===== src/rtl/core_pkg.sv =====
// Shared load/store definitions: funct3 encodings, LSU state encoding, legality helper.
// Latency: n/a (types, constants and a pure function only).
// Backpressure: n/a.
package core_pkg;

  // RISC-V load funct3 encodings
  localparam logic [2:0] F3_LB  = 3'b000;
  localparam logic [2:0] F3_LH  = 3'b001;
  localparam logic [2:0] F3_LW  = 3'b010;
  localparam logic [2:0] F3_LBU = 3'b100;
  localparam logic [2:0] F3_LHU = 3'b101;

  // RISC-V store funct3 encodings
  localparam logic [2:0] F3_SB  = 3'b000;
  localparam logic [2:0] F3_SH  = 3'b001;
  localparam logic [2:0] F3_SW  = 3'b010;

  typedef enum logic [1:0] {
    IDLE = 2'd0,
    REQ  = 2'd1,
    WAIT = 2'd2,
    DONE = 2'd3
  } lsu_state_t;

  // True when funct3 names an operation this unit implements.
  function automatic logic lsu_legal(input logic store, input logic [2:0] f3);
    logic ok;
    ok = 1'b0;
    if (store) begin
      case (f3)
        F3_SB, F3_SH, F3_SW: ok = 1'b1;
        default:             ok = 1'b0;
      endcase
    end else begin
      case (f3)
        F3_LB, F3_LH, F3_LW, F3_LBU, F3_LHU: ok = 1'b1;
        default:                             ok = 1'b0;
      endcase
    end
    return ok;
  endfunction

endpackage


===== src/rtl/lsu_align.sv =====
// Lane formatting for the LSU: store byte enables / replicated data, load extract / extend, misalignment check.
// Latency: purely combinational.
// Backpressure: none; evaluated whenever inputs change.
// Ports: i_store/i_funct3/i_addr_lo describe the op; i_wdata is rs2, i_rdata the raw memory word;
//   o_legal/o_misaligned classify the op, o_be/o_wdata drive the store lanes, o_ld_data is the extended load value.
// Build option MISALIGNED_TRAP_EN: when defined, o_misaligned flags unaligned halfword/word ops;
//   otherwise it is 0 and those ops are force-aligned by ignoring the low address bits.
module lsu_align
  import core_pkg::*;
(
  input  logic        i_store,
  input  logic [2:0]  i_funct3,
  input  logic [1:0]  i_addr_lo,
  input  logic [31:0] i_wdata,
  input  logic [31:0] i_rdata,
  output logic        o_legal,
  output logic        o_misaligned,
  output logic [3:0]  o_be,
  output logic [31:0] o_wdata,
  output logic [31:0] o_ld_data
);

  logic [1:0]  w_shift;
  logic [31:0] w_shifted;

  always_comb begin
    o_legal = lsu_legal(i_store, i_funct3);

    // funct3[1:0] is the access size for both loads and stores
    case (i_funct3[1:0])
      2'b00: begin
        w_shift = i_addr_lo;
        o_be    = 4'b0001 << i_addr_lo;
        o_wdata = {4{i_wdata[7:0]}};
      end
      2'b01: begin
        // addr[0] dropped: halfwords are force-aligned when not trapped
        w_shift = {i_addr_lo[1], 1'b0};
        o_be    = 4'b0011 << {i_addr_lo[1], 1'b0};
        o_wdata = {2{i_wdata[15:0]}};
      end
      default: begin
        w_shift = 2'b00;
        o_be    = 4'b1111;
        o_wdata = i_wdata;
      end
    endcase

    w_shifted = i_rdata >> {w_shift, 3'b000};

    case (i_funct3)
      F3_LB:   o_ld_data = {{24{w_shifted[7]}}, w_shifted[7:0]};
      F3_LH:   o_ld_data = {{16{w_shifted[15]}}, w_shifted[15:0]};
      F3_LBU:  o_ld_data = {24'd0, w_shifted[7:0]};
      F3_LHU:  o_ld_data = {16'd0, w_shifted[15:0]};
      default: o_ld_data = w_shifted;
    endcase

`ifdef MISALIGNED_TRAP_EN
    o_misaligned = o_legal &&
                   (((i_funct3[1:0] == 2'b01) && i_addr_lo[0]) ||
                    ((i_funct3[1:0] == 2'b10) && (i_addr_lo != 2'b00)));
`else
    o_misaligned = 1'b0;
`endif
  end

endmodule


===== src/rtl/load_store_unit.sv =====
// Memory-access stage: one load/store in flight over a valid/grant/rvalid data port, aligned+extended load data to writeback.
// Latency: load 3 cycles (gnt and rvalid at earliest), store 2, fault/unsupported 1; gnt/rvalid stalls add cycles.
// Backpressure: req_ready high only in IDLE; writeback has no ready and always takes the one-cycle resp_valid pulse.
// Ports: clock/reset_n (sync, active-low); req_* from execute; dmem_* to data memory; resp_* to writeback.
// Build option MISALIGNED_TRAP_EN (in lsu_align): misaligned halfword/word ops complete at once with resp_misaligned=1.
module load_store_unit
  import core_pkg::*;
#(
  parameter int ADDR_WIDTH = 32,
  parameter int DATA_WIDTH = 32
) (
  input  logic                  clock,
  input  logic                  reset_n,
  input  logic                  req_valid,
  output logic                  req_ready,
  input  logic                  req_store,
  input  logic [2:0]            req_funct3,
  input  logic [ADDR_WIDTH-1:0] req_addr,
  input  logic [DATA_WIDTH-1:0] req_wdata,
  input  logic [4:0]            req_rd,
  output logic                  dmem_req,
  output logic                  dmem_we,
  output logic [ADDR_WIDTH-1:0] dmem_addr,
  output logic [3:0]            dmem_be,
  output logic [DATA_WIDTH-1:0] dmem_wdata,
  input  logic                  dmem_gnt,
  input  logic                  dmem_rvalid,
  input  logic [DATA_WIDTH-1:0] dmem_rdata,
  output logic                  resp_valid,
  output logic                  resp_we,
  output logic [4:0]            resp_rd,
  output logic [DATA_WIDTH-1:0] resp_data,
  output logic                  resp_misaligned
);

  lsu_state_t            r_state;
  logic                  r_store;
  logic [2:0]            r_funct3;
  logic [ADDR_WIDTH-1:0] r_addr;
  logic [4:0]            r_rd;
  logic [3:0]            r_be;
  logic [DATA_WIDTH-1:0] r_wdata;
  logic                  r_resp_we;
  logic [DATA_WIDTH-1:0] r_resp_data;
  logic                  r_mis;

  logic                  w_idle;
  logic                  w_in_req;
  logic                  w_done;
  logic                  w_al_store;
  logic [2:0]            w_al_funct3;
  logic [1:0]            w_al_addr_lo;
  logic                  w_legal;
  logic                  w_mis;
  logic [3:0]            w_be;
  logic [DATA_WIDTH-1:0] w_wdata;
  logic [DATA_WIDTH-1:0] w_ld_data;

  assign w_idle   = (r_state == IDLE);
  assign w_in_req = (r_state == REQ);
  assign w_done   = (r_state == DONE);

  // One aligner serves both directions: it classifies and formats the incoming
  // request while idle, and extracts load data from the latched op afterwards.
  assign w_al_store   = w_idle ? req_store       : r_store;
  assign w_al_funct3  = w_idle ? req_funct3      : r_funct3;
  assign w_al_addr_lo = w_idle ? req_addr[1:0]   : r_addr[1:0];

  lsu_align u_align (
    .i_store      (w_al_store),
    .i_funct3     (w_al_funct3),
    .i_addr_lo    (w_al_addr_lo),
    .i_wdata      (req_wdata),
    .i_rdata      (dmem_rdata),
    .o_legal      (w_legal),
    .o_misaligned (w_mis),
    .o_be         (w_be),
    .o_wdata      (w_wdata),
    .o_ld_data    (w_ld_data)
  );

  always_ff @(posedge clock) begin
    if (!reset_n) begin
      r_state     <= IDLE;
      r_store     <= 1'b0;
      r_funct3    <= 3'd0;
      r_addr      <= '0;
      r_rd        <= 5'd0;
      r_be        <= 4'd0;
      r_wdata     <= '0;
      r_resp_we   <= 1'b0;
      r_resp_data <= '0;
      r_mis       <= 1'b0;
    end else begin
      case (r_state)
        IDLE: begin
          if (req_valid) begin
            r_store     <= req_store;
            r_funct3    <= req_funct3;
            r_addr      <= req_addr;
            r_rd        <= req_rd;
            r_be        <= w_be;
            r_wdata     <= w_wdata;
            r_resp_data <= '0;
            r_mis       <= w_mis;
            r_resp_we   <= !req_store && w_legal && !w_mis && (req_rd != 5'd0);
            // illegal or trapped ops never touch memory
            r_state     <= (w_legal && !w_mis) ? REQ : DONE;
          end
        end
        REQ: begin
          if (dmem_gnt) begin
            r_state <= r_store ? DONE : WAIT;
          end
        end
        WAIT: begin
          if (dmem_rvalid) begin
            r_resp_data <= w_ld_data;
            r_state     <= DONE;
          end
        end
        DONE: begin
          r_state <= IDLE;
        end
      endcase
    end
  end

  // Outputs are state decodes gated onto latched registers; nothing from req_* reaches them directly.
  assign req_ready       = w_idle;
  assign dmem_req        = w_in_req;
  assign dmem_we         = w_in_req & r_store;
  assign dmem_addr       = w_in_req ? {r_addr[ADDR_WIDTH-1:2], 2'b00} : '0;
  assign dmem_be         = w_in_req ? r_be : 4'd0;
  assign dmem_wdata      = w_in_req ? r_wdata : '0;
  assign resp_valid      = w_done;
  assign resp_we         = w_done & r_resp_we;
  assign resp_rd         = w_done ? r_rd : 5'd0;
  assign resp_data       = w_done ? r_resp_data : '0;
  assign resp_misaligned = w_done & r_mis;

endmodule


===== config.mk =====
export PLATFORM = sky130hd
export DESIGN_NAME = load_store_unit
export DESIGN_NICKNAME = d
export VERILOG_FILES = /design/src/rtl/core_pkg.sv /design/src/rtl/lsu_align.sv /design/src/rtl/load_store_unit.sv
export SDC_FILE = /design/constraint.sdc
export NUM_CORES = 1
export LEC_CHECK = 0
export ABC_AREA = 1
export BUFFER_PORTS_ARGS = -buffer_cell sky130_fd_sc_hd__buf_2
export CORE_ASPECT_RATIO = 1.75
export CORE_MARGIN = 3
export CORE_UTILIZATION = 50
export DETAILED_ROUTE_END_ITERATION = 10
export GPL_ROUTABILITY_DRIVEN = 0
export PLACE_DENSITY = 0.84
export RECOVER_POWER = 25
export SKIP_CTS_REPAIR_TIMING = 1
export SLEW_MARGIN = 10
export SYNTH_ARGS = -nofsm -noshare
export SYNTH_HDL_FRONTEND = slang
export SYNTH_SLANG_ARGS = --single-unit

===== constraint.sdc =====
create_clock -name clock -period 2.55 [get_ports clock]
set_clock_uncertainty 0.05 [all_clocks]
set_input_delay 0.1275 -clock clock [delete_from_list [all_inputs] [get_ports clock]]
set_output_delay 0.1275 -clock clock [all_outputs]
set_load 0.05 [all_outputs]

==> results of run 1 <==
routing by layer:
| metal | GRT usage [%] | vias up |
|---|---|---|
| met1 | 29.7 | 2885 |
| met5 | 0 | - |
| li1 | - | 3249 |
| met2 | 44.6 | 276 |
| met4 | 14.1 | 2 |
| met3 | 4.76 | 60 |
layout make-up:
class                      count  area (um2)  area share (%)
tap                          135         169            2.26
inverter                     160         608            8.12
clock buffer                  10         229            3.06
timing repair buffer         243        1290            17.2
clock inverter                 6        76.3            1.02
sequential                   112        2240            30.0
multi-input combinational    598        2870            38.3
antenna                        1        2.50          0.0334
cell usage after synthesis (all sizes together):
cell    instances  share of area [%]
o21ai          80                6.7
conb            1              0.063
nor4            1               0.10
o211ai         23                2.9
mux2i           2               0.34
clkinv          3               0.21
ha              4               0.84
dfxtp         112                 38
o21a            1               0.13
a21oi          66                6.2
nor2           92                5.9
or2             1               0.10
a211oi          4               0.50
nand3          41                4.8
a31oi           8               0.84
buf            18                2.3
nand2         267                 18
o22ai           1               0.10
inv           157                9.9
nand4           3               0.31
clkbuf         42                2.6
layout by cell type, fill, tap and decap left out, types with 2 or more instances in the layout:
cell type                       synthesis  layout
sky130_fd_sc_hd__mux2i_1                2       2
sky130_fd_sc_hd__nand2_1              252     252
sky130_fd_sc_hd__clkinv_4               0       3
sky130_fd_sc_hd__buf_2                  5     200
sky130_fd_sc_hd__a31oi_1                8       8
sky130_fd_sc_hd__o21ai_1                8       8
sky130_fd_sc_hd__nand3_4                4       5
sky130_fd_sc_hd__nand3_1               31      31
sky130_fd_sc_hd__inv_2                  4       4
sky130_fd_sc_hd__dlygate4sd3_1          0       5
sky130_fd_sc_hd__inv_1                152     152
sky130_fd_sc_hd__a21oi_1               56      56
sky130_fd_sc_hd__nor2_1                90      90
sky130_fd_sc_hd__clkbuf_2               0       8
sky130_fd_sc_hd__a21oi_2               10      10
sky130_fd_sc_hd__clkbuf_16              0       9
sky130_fd_sc_hd__o21ai_0               72      71
sky130_fd_sc_hd__clkbuf_1              42      13
sky130_fd_sc_hd__ha_1                   4       3
sky130_fd_sc_hd__nand2_2               13      13
sky130_fd_sc_hd__nand3_2                6       6
sky130_fd_sc_hd__a211oi_1               4       4
sky130_fd_sc_hd__buf_4                  3      16
sky130_fd_sc_hd__dfxtp_1              112     112
sky130_fd_sc_hd__o211ai_1              23      23
sky130_fd_sc_hd__conb_1                 1       3
sky130_fd_sc_hd__nand4_1                3       3
through the flow:
step / power, mW / cells / cell area (um2) / hold WS, ns / setup WS (ns)
after global placement: 6.51 / 1239 / 7100 / 0.327 / 0.145
after global routing: 8.72 / 1265 / 7480 / -0.00131 / 0.0230
after CTS: 8.05 / 1255 / 7400 / -0.0335 / 0.0172
final: 8.14 / 1265 / 7480 / -0.0255 / 0.193
after detailed placement: 6.58 / 1239 / 7100 / 0.334 / 0.0643
after floorplan: 5.66 / 929 / 5980 / 0.222 / 0.172
worst max-delay path: stages (launching register included):
cell and delay [ns]:
sky130_fd_sc_hd__dfxtp_1 0.41, sky130_fd_sc_hd__inv_1 0.10, sky130_fd_sc_hd__ha_1 0.29, sky130_fd_sc_hd__buf_4 0.20, sky130_fd_sc_hd__o21ai_1 0.15, sky130_fd_sc_hd__inv_2 0.07, sky130_fd_sc_hd__nor2_4 0.19, sky130_fd_sc_hd__inv_2 0.10
sky130_fd_sc_hd__nand3_2 0.12, sky130_fd_sc_hd__nand3_4 0.18, sky130_fd_sc_hd__nand3_4 0.21, sky130_fd_sc_hd__nand3_1 0.09, sky130_fd_sc_hd__a21oi_1 0.13
power by group:
group          internal (mW)  leakage [nW]  switching, mW  total, mW
logic                   1.21          3.33           3.00       4.22
registers               2.21         0.921          0.246       2.46
clock network          0.780         0.149          0.684       1.46
registers in the layout (all words and copies together) (netlist names):
| name | cells |
|---|---|
| r_be | 4 |
| r_addr | 32 |
| r_resp_data | 32 |
| r_resp_we | 1 |
| r_state | 2 |
| r_wdata | 32 |
| r_funct3 | 3 |
| r_store | 1 |
| r_rd | 5 |
cell families after synthesis:
kind of cell / count (synthesis)
AO/OA/AOI/OAI: 183
AND/OR/NAND/NOR: 405
buffers and inverters: 220
flip-flops: 112
other: 1
adder cells (fa/ha/maj): 4
multiplexers: 2
worst min path at each step:
stage,startpoint,to,slack (ns),cells past startpoint
after global placement,req_addr[18],r_addr[18],0.33,3
after global routing,req_addr[3],r_addr[3],-0.001,3
final,req_addr[7],r_addr[7],-0.03,3
after CTS,req_addr[18],r_addr[18],-0.03,3
after floorplan,req_addr[0],r_addr[0],0.22,2
after detailed placement,req_addr[23],r_addr[23],0.33,3
==> metrics.log, run 1 <==
INFO  metric synthMuxAreaShare = 0.335%
INFO  metric grt_antenna_before_repair = 2
INFO  metric mappedNetlistArea = 0.00597 mm2
INFO  metric global_route_usage_over_all_layers = 26.0%
INFO  metric wire_length_of_the_first_global_routing_pass = 27600 um
INFO  metric start_util = 51.3%
INFO  metric setup.worst_path.start = r_state[0]
INFO  metric drt-vias-per-instance = 5.12
INFO  metric xor_and_xnor_fraction_of_the_mapped_netlist_area = 0%
INFO  metric min_period = 2.36 ns
INFO  metric element_type_at_the_critical_path_start = register
INFO  metric fillers = 1134
INFO  metric synth.avg_cell_area = 6.44 um2
INFO  metric design.die.area = 0.0133 mm2
INFO  metric crit_path_max_fanout = 10
INFO  metric final-max-slew-violation-count = 0
INFO  metric floorplan.io_pins = 221
INFO  metric grt_setup_unrepaired = no
INFO  metric post_route_cells_drive_above_1_share = 25.6%
INFO  metric core.rowCount = 52
INFO  metric fp.coreArea = 0.0116 mm2
INFO  metric cts_htree_levels = 3
INFO  metric drtPass1Iterations = 5
INFO  metric first_global_vias = 6000
INFO  metric rrSetupSlack = 0.19 ns
INFO  metric worst_setup_hold_path_clk_slew = 0.08 ns
INFO  metric setup_tns = 0 ns
INFO  metric synth_top_family_by_area = simple AND/OR/NAND/NOR gates
INFO  metric r2r_cells = 12
INFO  metric max_cap_viol_count = 0
INFO  metric portion_of_the_clock_cycle_consumed_by_the_worst_path_in_the_final_layout = 92.4%
INFO  metric clk_latency = 0.34 ns
INFO  metric critical_path.reg2reg.endpoint = r_resp_data[19]
INFO  metric fin_worst_hold_slack = -0.0255 ns
INFO  metric antenna_violating_nets_post_route = 0
INFO  metric detailed_place_hpwl = 12700 um
INFO  metric synth_simple_gate_area_share = 28.8%
INFO  metric top_layer_reached_by_signal_wires = met5
INFO  metric clock.fmax = 0.424 GHz
INFO  metric tritoncts = built
INFO  metric cts_made_buffers = 9
INFO  metric tightest_slew = 0.740 ns
INFO  metric gr-total-overflow = 0
INFO  metric setup_viol_count_final = 0
INFO  metric worst-setup-path-type = register to register
INFO  metric power.static_leakage = 4.40 nW
INFO  metric violations = hold timing
INFO  metric relSlewSlack = 50.7%
INFO  metric critical_path_required = 2.77 ns
INFO  metric largest_net_degree_at_the_start_of_global_routing = 52
INFO  metric ys_ff_latch = 112
INFO  metric clk_path_buf_depth = 2
INFO  metric synthDistinctLibCells = 36
INFO  metric synth_compound_gate_area_share = 17.3%
INFO  metric crit_path_end = r_resp_data[19]
INFO  metric worst_setup_path_end_kind = register
INFO  metric met2_length = 8910 um
INFO  metric postLayoutCoreUtil = 64.3%
INFO  metric design.final.nets = 1238
INFO  metric cp.arrival = 2.58 ns
INFO  metric detail_route.wirelength = 17800 um
INFO  metric buffer_ports.inserted = 217
INFO  metric die-width = 88.6 um
INFO  metric power_density = 1090 mW/mm2
INFO  metric vias = 6472
INFO  metric synthesis.instances = 927
INFO  metric synth-adder-area-share = 0.838%
INFO  metric post-route-drc-count = 0
INFO  metric wirelength_met1 = 6790 um
INFO  metric run_status = finished, violations left
INFO  metric syn2layout_area_growth = 25.3%
INFO  metric ys_warn_count = 0
INFO  metric met3RoutedLength = 1180 um
INFO  metric clock_sink_count = 112
INFO  metric route.detailed.wl_per_inst = 14.1 um
INFO  metric die_h = 151 um
INFO  metric seq_area_frac_synth = 37.5%
INFO  metric timing_hold_violations_final = 27
INFO  metric regToRegStartpoint = r_state[0]
INFO  metric ir_drop = 0.623 mV
INFO  metric initialDrtViolationCount = 335
INFO  metric cts_root_buffer = sky130_fd_sc_hd__clkbuf_16
INFO  metric worstHoldPathType = input port to register
No activity file was read; power rests on OpenSTA's default activity.
==> run 2: changes to the inputs <==
- PLACE_DENSITY: 0.84 -> 0.78
==> run 2 against run 1 <==
Against the previous run:
- the run still ends with hold timing left
- critical path depth unchanged
- clock power is essentially flat
- fmax up 1.8%
- worst hold slack better by 0.00087 ns
- first-iteration DRC count is 6.3% lower
- routed wire length is 0.98% higher
- sequential cell count unchanged
- global-route usage rose by 0.42 points
- die area is the same
==> metrics.log, run 2 (synthesis results as in run 1) <==
INFO  metric floorplan.io_pins = 221
INFO  metric layout_commonest_cell = sky130_fd_sc_hd__nand2_1
INFO  metric buffer_ports.inserted = 217
INFO  metric global_route_usage_over_all_layers = 26.4%
INFO  metric layout_top_registers = r_addr (32), r_resp_data (32), r_wdata (32)
INFO  metric net-switching-power = 3.90 mW
INFO  metric cp.arrival = 2.48 ns
INFO  metric cell_internal_pwr = 4.25 mW
INFO  metric max_cap_viol_count = 0
INFO  metric wirelength_met1 = 6630 um
INFO  metric post-route-drc-count = 0
INFO  metric cts_made_buffers = 9
INFO  metric min_period = 2.32 ns
INFO  metric multi_input_comb_area = 0.00286 mm2
INFO  metric finish.cell_count_without_fillers = 1266
INFO  metric route.detailed.wl_per_inst = 14.2 um
INFO  metric wire_length_of_the_first_global_routing_pass = 27700 um
INFO  metric initialDrtViolationCount = 314
INFO  metric design.final.nets = 1238
INFO  metric clock_sink_count = 112
INFO  metric setup_tns = 0 ns
INFO  metric setup_viol_count_final = 0
INFO  metric grt_setup_unrepaired = no
INFO  metric met2_length = 9430 um
INFO  metric power_density = 1090 mW/mm2
INFO  metric antenna_violating_nets_post_route = 0
INFO  metric top_layer_reached_by_signal_wires = met4
INFO  metric hold_path_depth = 3
INFO  metric met3RoutedLength = 1090 um
INFO  metric p_comb_share = 51.9%
INFO  metric design.die.area = 0.0133 mm2
INFO  metric start_util = 51.3%
INFO  metric element_type_at_the_critical_path_start = register
INFO  metric first_global_vias = 6041
INFO  metric crit_path_max_fanout = 13
INFO  metric grt_antenna_before_repair = 1
INFO  metric seqPwrFrac = 30.1%
INFO  metric drtPass1Iterations = 5
INFO  metric relSlewSlack = 23.8%
INFO  metric clk_path_buf_depth = 2
INFO  metric vias = 6423
INFO  metric final-max-slew-violation-count = 0
INFO  metric dp_cells = 1243
INFO  metric violations = hold timing
INFO  metric fillers = 1112
INFO  metric clock.fmax = 0.432 GHz
INFO  metric tightest_slew = 1.14 ns
INFO  metric portion_of_the_clock_cycle_consumed_by_the_worst_path_in_the_final_layout = 90.8%
INFO  metric detailed_place_hpwl = 13300 um
INFO  metric worstHoldPathType = input port to register
INFO  metric most_frequent_cells_in_the_layout = sky130_fd_sc_hd__nand2_1 (252), sky130_fd_sc_hd__buf_2 (209), sky130_fd_sc_hd__inv_1 (153)
INFO  metric postLayoutCoreUtil = 64.4%
INFO  metric worst_setup_hold_path_clk_slew = 0.07 ns
INFO  metric die_h = 151 um
INFO  metric ir_drop = 0.671 mV
INFO  metric critical_path_required = 2.71 ns
INFO  metric timing_hold_violations_final = 23
INFO  metric fp.coreArea = 0.0116 mm2
INFO  metric switching_share = 47.9%
INFO  metric worst-setup-path-type = register to register
INFO  metric clk_latency = 0.35 ns
INFO  metric syn2layout_area_growth = 25.5%
INFO  metric core.rowCount = 52
INFO  metric clock_power_share = 18.0%
INFO  metric run_status = finished, violations left
INFO  metric post_route_cells_drive_above_1_share = 26.0%
INFO  metric area.sequential = 0.00224 mm2
INFO  metric largest_net_degree_at_the_start_of_global_routing = 65
INFO  metric drt-vias-per-instance = 5.07
INFO  metric detail_route.wirelength = 18000 um
INFO  metric tritoncts = built
INFO  metric r2r_cells = 12
INFO  metric power.static_leakage = 4.43 nW
INFO  metric gr-total-overflow = 0
INFO  metric cts_htree_levels = 3
INFO  metric fin_worst_hold_slack = -0.0246 ns
INFO  metric die-width = 88.6 um
INFO  metric worst_setup_path_end_kind = register
INFO  metric cts_root_buffer = sky130_fd_sc_hd__clkbuf_16
[run 2: cell types whose count changed in the layout (fill, tap and decap cells not counted), moves of 2 or more]
cell and change:
sky130_fd_sc_hd__clkinv_4 -2, sky130_fd_sc_hd__o21ai_1 +2, sky130_fd_sc_hd__o21ai_0 -2, sky130_fd_sc_hd__clkbuf_1 -4
sky130_fd_sc_hd__buf_4 +3, sky130_fd_sc_hd__buf_2 +9, sky130_fd_sc_hd__clkbuf_2 -7
[run 2: routing by layer]
metal | GRT usage (%) | vias up
li1 | - | 3256
met1 | 28.6 | 2873
met2 | 47.1 | 240
met3 | 4.65 | 54
met4 | 14.4 | 0
met5 | 0 | -
[run 2: worst paths after layout]
path / from / end / slack (ns)
max: r_state[0] / r_resp_data[3] / 0.23
min: req_addr[31] / r_addr[31] / -0.02
max reg2reg: r_state[0] / r_resp_data[3] / 0.23
min reg2reg: r_resp_data[1] / r_resp_data[1] / 0.42
[run 2: worst max-delay path: stages, from the launching register on]
cell,delay (ns)
sky130_fd_sc_hd__dfxtp_1,0.39
sky130_fd_sc_hd__inv_1,0.09
sky130_fd_sc_hd__ha_2,0.23
sky130_fd_sc_hd__buf_4,0.17
sky130_fd_sc_hd__nand2_2,0.08
sky130_fd_sc_hd__nand2_2,0.07
sky130_fd_sc_hd__nand3_4,0.17
sky130_fd_sc_hd__clkinv_2,0.16
sky130_fd_sc_hd__buf_4,0.20
sky130_fd_sc_hd__o21ai_0,0.27
sky130_fd_sc_hd__o21ai_1,0.09
sky130_fd_sc_hd__nand2_1,0.11
sky130_fd_sc_hd__a21oi_1,0.07
[run 2: layout make-up]
| cell class | instances | share of cell area (%) |
|---|---|---|
| multi-input cells | 598 | 38.2 |
| flip-flops and latches | 112 | 29.9 |
| repair buffers | 243 | 17.4 |
| inverters | 160 | 8.06 |
| clock buffers | 11 | 3.24 |
| well taps | 135 | 2.25 |
| clock inverters | 5 | 0.868 |
| diodes | 2 | 0.0668 |
[run 2: power groups by stage]
stage / Clock (mW) / Combinational [mW] / Sequential [mW]
6_report: 1.47 / 4.23 / 2.46
5_1_grt: 1.56 / 4.69 / 2.51
4_1_cts: 1.48 / 4.19 / 2.45
3_5_place_dp: 0 / 4.17 / 2.49
3_3_place_gp: 0 / 4.12 / 2.47
2_1_floorplan: 0 / 3.24 / 2.42
[run 2: through the flow]
stage	cell area (um2)	setup WS [ns]	total power, mW
floorplan	5980	0.172	5.66
global placement	7140	0.183	6.60
detailed placement	7140	0.0979	6.66
CTS	7450	0.0721	8.12
global route	7490	0.0195	8.75
finish	7500	0.234	8.15
==> run 3: changes to the inputs <==
- ABC_AREA: 1 -> unset
- SKIP_CTS_REPAIR_TIMING: 1 -> unset
==> run 3 against run 2 <==
Against the previous run:
- the run now ends clean
- largest cell class unchanged
- global-route usage increased by 1.3 points
- non-clock buffer count increased by 51
- synthesized cell count decreased by 20%
- first-iteration DRC count increased by 41%
- sequential share of layout area decreased by 2.0 points
- critical path type unchanged
- critical endpoint is now r_resp_data[13]
- largest power group unchanged
- core utilization increased by 5.0 points
==> metrics.log, run 3 <==
INFO  metric run_status = complete, no violations
INFO  metric crit_path_max_fanout = 27
INFO  metric hold_path_depth = 3
INFO  metric power_density = 886 mW/mm2
INFO  metric ir_drop = 0.458 mV
INFO  metric fillers = 939
INFO  metric synth_top_cell_area_share = 37.7%
INFO  metric synthArstFlopShare = 0%
INFO  metric rrSetupSlack = 0.14 ns
INFO  metric die_h = 150 um
INFO  metric worst_setup_path_end_kind = register
INFO  metric initialDrtViolationCount = 443
INFO  metric worst-setup-path-type = register to register
INFO  metric cts_htree_levels = 3
INFO  metric clk_path_buf_depth = 2
INFO  metric dominantRegCellSynth = sky130_fd_sc_hd__dfxtp_1
INFO  metric clk_latency = 0.34 ns
INFO  metric start_util = 51.4%
INFO  metric core.rowCount = 52
INFO  metric buffer_ports.inserted = 217
INFO  metric min_period = 2.41 ns
INFO  metric ys_warn_count = 0
INFO  metric cts_made_buffers = 9
INFO  metric critical_path.reg2reg.endpoint = r_resp_data[13]
INFO  metric post-synth-top-area-cell = sky130_fd_sc_hd__dfxtp_1
INFO  metric power.static_leakage = 3.63 nW
INFO  metric wire_length_of_the_first_global_routing_pass = 29000 um
INFO  metric largest_net_degree_at_the_start_of_global_routing = 90
INFO  metric synth_common_cells = sky130_fd_sc_hd__nand2_1 (155), sky130_fd_sc_hd__dfxtp_1 (112), sky130_fd_sc_hd__and2_1 (106)
INFO  metric seq_area_frac_synth = 37.7%
INFO  metric post_cts.resized_instances = 0
INFO  metric post-route-drc-count = 0
INFO  metric clock_sink_count = 112
INFO  metric worst_path_max_delay_cell = sky130_fd_sc_hd__or4bb_1
INFO  metric fp.coreArea = 0.0116 mm2
INFO  metric synthesis.instances = 737
INFO  metric synthDistinctLibCells = 57
INFO  metric vias = 6223
INFO  metric synth.avg_cell_area = 8.08 um2
INFO  metric design.die.area = 0.0133 mm2
INFO  metric detailed_place_hpwl = 12500 um
INFO  metric mappedNetlistArea = 0.00595 mm2
INFO  metric cts_root_buffer = sky130_fd_sc_hd__clkbuf_16
INFO  metric drt-vias-per-instance = 5.53
INFO  metric first_global_vias = 5937
INFO  metric detail_route.wirelength = 18700 um
INFO  metric fin_worst_hold_slack = 0.00121 ns
INFO  metric grt_antenna_before_repair = 2
INFO  metric syn2layout_area_growth = 34.9%
INFO  metric element_type_at_the_critical_path_start = register
INFO  metric finish.cell_count_without_fillers = 1126
INFO  metric hold_end = r_wdata[16]
INFO  metric timing_hold_violations_final = 0
INFO  metric worst_setup_hold_path_clk_slew = 0.08 ns
INFO  metric most_frequent_cells_in_the_layout = sky130_fd_sc_hd__buf_2 (210), sky130_fd_sc_hd__nand2_1 (154), sky130_fd_sc_hd__dfxtp_1 (112)
INFO  metric route.detailed.wl_per_inst = 16.6 um
INFO  metric grt_setup_unrepaired = yes
INFO  metric worst_path_largest_cell_delay = 0.57 ns
INFO  metric gr-total-overflow = 0
INFO  metric design.final.nets = 1100
INFO  metric relSlewSlack = 32.9%
INFO  metric worstHoldPathType = input port to register
INFO  metric regToRegStartpoint = r_state[1]
INFO  metric ys_ff_latch = 112
INFO  metric dp_cells = 1056
INFO  metric layout_commonest_cell = sky130_fd_sc_hd__buf_2
INFO  metric tritoncts = built
INFO  metric antenna_violating_nets_post_route = 0
INFO  metric portion_of_the_clock_cycle_consumed_by_the_worst_path_in_the_final_layout = 94.4%
INFO  metric cp.arrival = 2.58 ns
INFO  metric r2r_cells = 9
INFO  metric global_route_usage_over_all_layers = 27.7%
INFO  metric drtPass1Iterations = 5
INFO  metric post_route_cells_drive_above_1_share = 30.9%
INFO  metric final-max-slew-violation-count = 0
INFO  metric layout_top_registers = r_addr (32), r_resp_data (32), r_wdata (32)
INFO  metric critical_path_required = 2.72 ns
INFO  metric yosysMostFrequentCell = sky130_fd_sc_hd__nand2_1
INFO  metric hold_start = req_wdata[16]
INFO  metric tightest_slew = 1.01 ns
INFO  metric count_of_flip_flops_with_a_built_in_enable_after_synthesis = 0
INFO  metric setup_viol_count_final = 0
INFO  metric yosys-top-cells-area = sky130_fd_sc_hd__dfxtp_1 (38%), sky130_fd_sc_hd__and2_1 (11%), sky130_fd_sc_hd__nand2_1 (9.8%)
INFO  metric max_cap_viol_count = 0
INFO  metric clock.fmax = 0.415 GHz
INFO  metric floorplan.io_pins = 221
INFO  metric crit_path_cell_trace = inv_1, ha_2, buf_12, or4bb_1, nand3_1, a211oi_4, buf_4, a211oi_1, o21ai_0
INFO  metric die-width = 88.5 um
run 3: changes by cell type after synthesis, moves of 23 or more:
cell	change
sky130_fd_sc_hd__and2_1	+106
sky130_fd_sc_hd__o211ai_1	-23
sky130_fd_sc_hd__o21ai_0	-55
sky130_fd_sc_hd__nand2_1	-97
sky130_fd_sc_hd__inv_1	-149
sky130_fd_sc_hd__nor2_1	-38
run 3: cells by family after synthesis:
group                      Yosys count  share of synthesized area [%]
AOI/OAI and AO/OA                  178                           20.4
adders and majority gates            4                          0.841
buffers and inverters               62                           4.75
DFF                                112                           37.7
muxes                               33                           7.46
other                                1                         0.0630
and+or+nand+nor                    347                           28.8
run 3: final cells by class:
cell class	instances	area, um2	share of cell area, %
repair buffers	294	1850	23.0
multi-input cells	565	3460	43.1
clock buffers	9	225	2.80
well taps	135	169	2.10
inverters	4	15.0	0.187
clock inverters	5	58.8	0.732
flip-flops and latches	112	2240	27.9
diodes	2	5.00	0.0623
run 3: worst max-delay path by stage:
| stage | start | to | slack [ns] |
|---|---|---|---|
| final | r_state[1] | r_resp_data[13] | 0.14 |
| after global routing | r_state[1] | dmem_wdata[3] | -0.02 |
| after CTS | r_state[1] | r_resp_data[3] | 0.02 |
| after detailed placement | r_state[1] | r_resp_data[3] | 0.05 |
| after global placement | r_state[1] | r_resp_data[2] | 0.13 |
| after floorplan | r_state[1] | r_resp_data[20] | 0.07 |
run 3: layer usage:
metal	part of all wire, %	global-route usage [%]
met1	38	32.9
met2	52	47.8
met3	5.9	3.94
met4	4.1	13.5
met5	0	0
run 3: metrics by stage:
stage               setup WS (ns)  area [um2]  utilization [%]  setup TNS [ns]  total power, mW
CTS                        0.0160        7960             68.7               0             7.05
global route              -0.0157        8030             69.3         -0.0410             7.52
floorplan                  0.0741        5960                -               0             4.66
global placement            0.134        7220             62.4               0             5.58
finish                      0.143        8030             69.3               0             7.11
detailed placement         0.0457        7220             62.4               0             5.61
run 3: repair_timing:
item                                   CTS  global route
endpoints found under the hold margin   45             0
setup buffers                            0             9
hold buffers                            45             0
setup endpoints to repair                0            13
run 3: power breakdown:
group          total, mW  switching [mW]  leakage [nW]  internal, mW
registers           2.19           0.150         0.916          2.04
logic               3.52            2.25          2.58          1.27
clock network       1.40           0.642         0.134         0.754
run 3: critical path: cells and delay by family, from the launching register on:
kind | cells | cell delay [ns]
fa+ha+maj | 1 | 0.21
compound gates | 3 | 0.41
simple gates | 2 | 0.78
buf+inv | 3 | 0.49
flops | 1 | 0.34
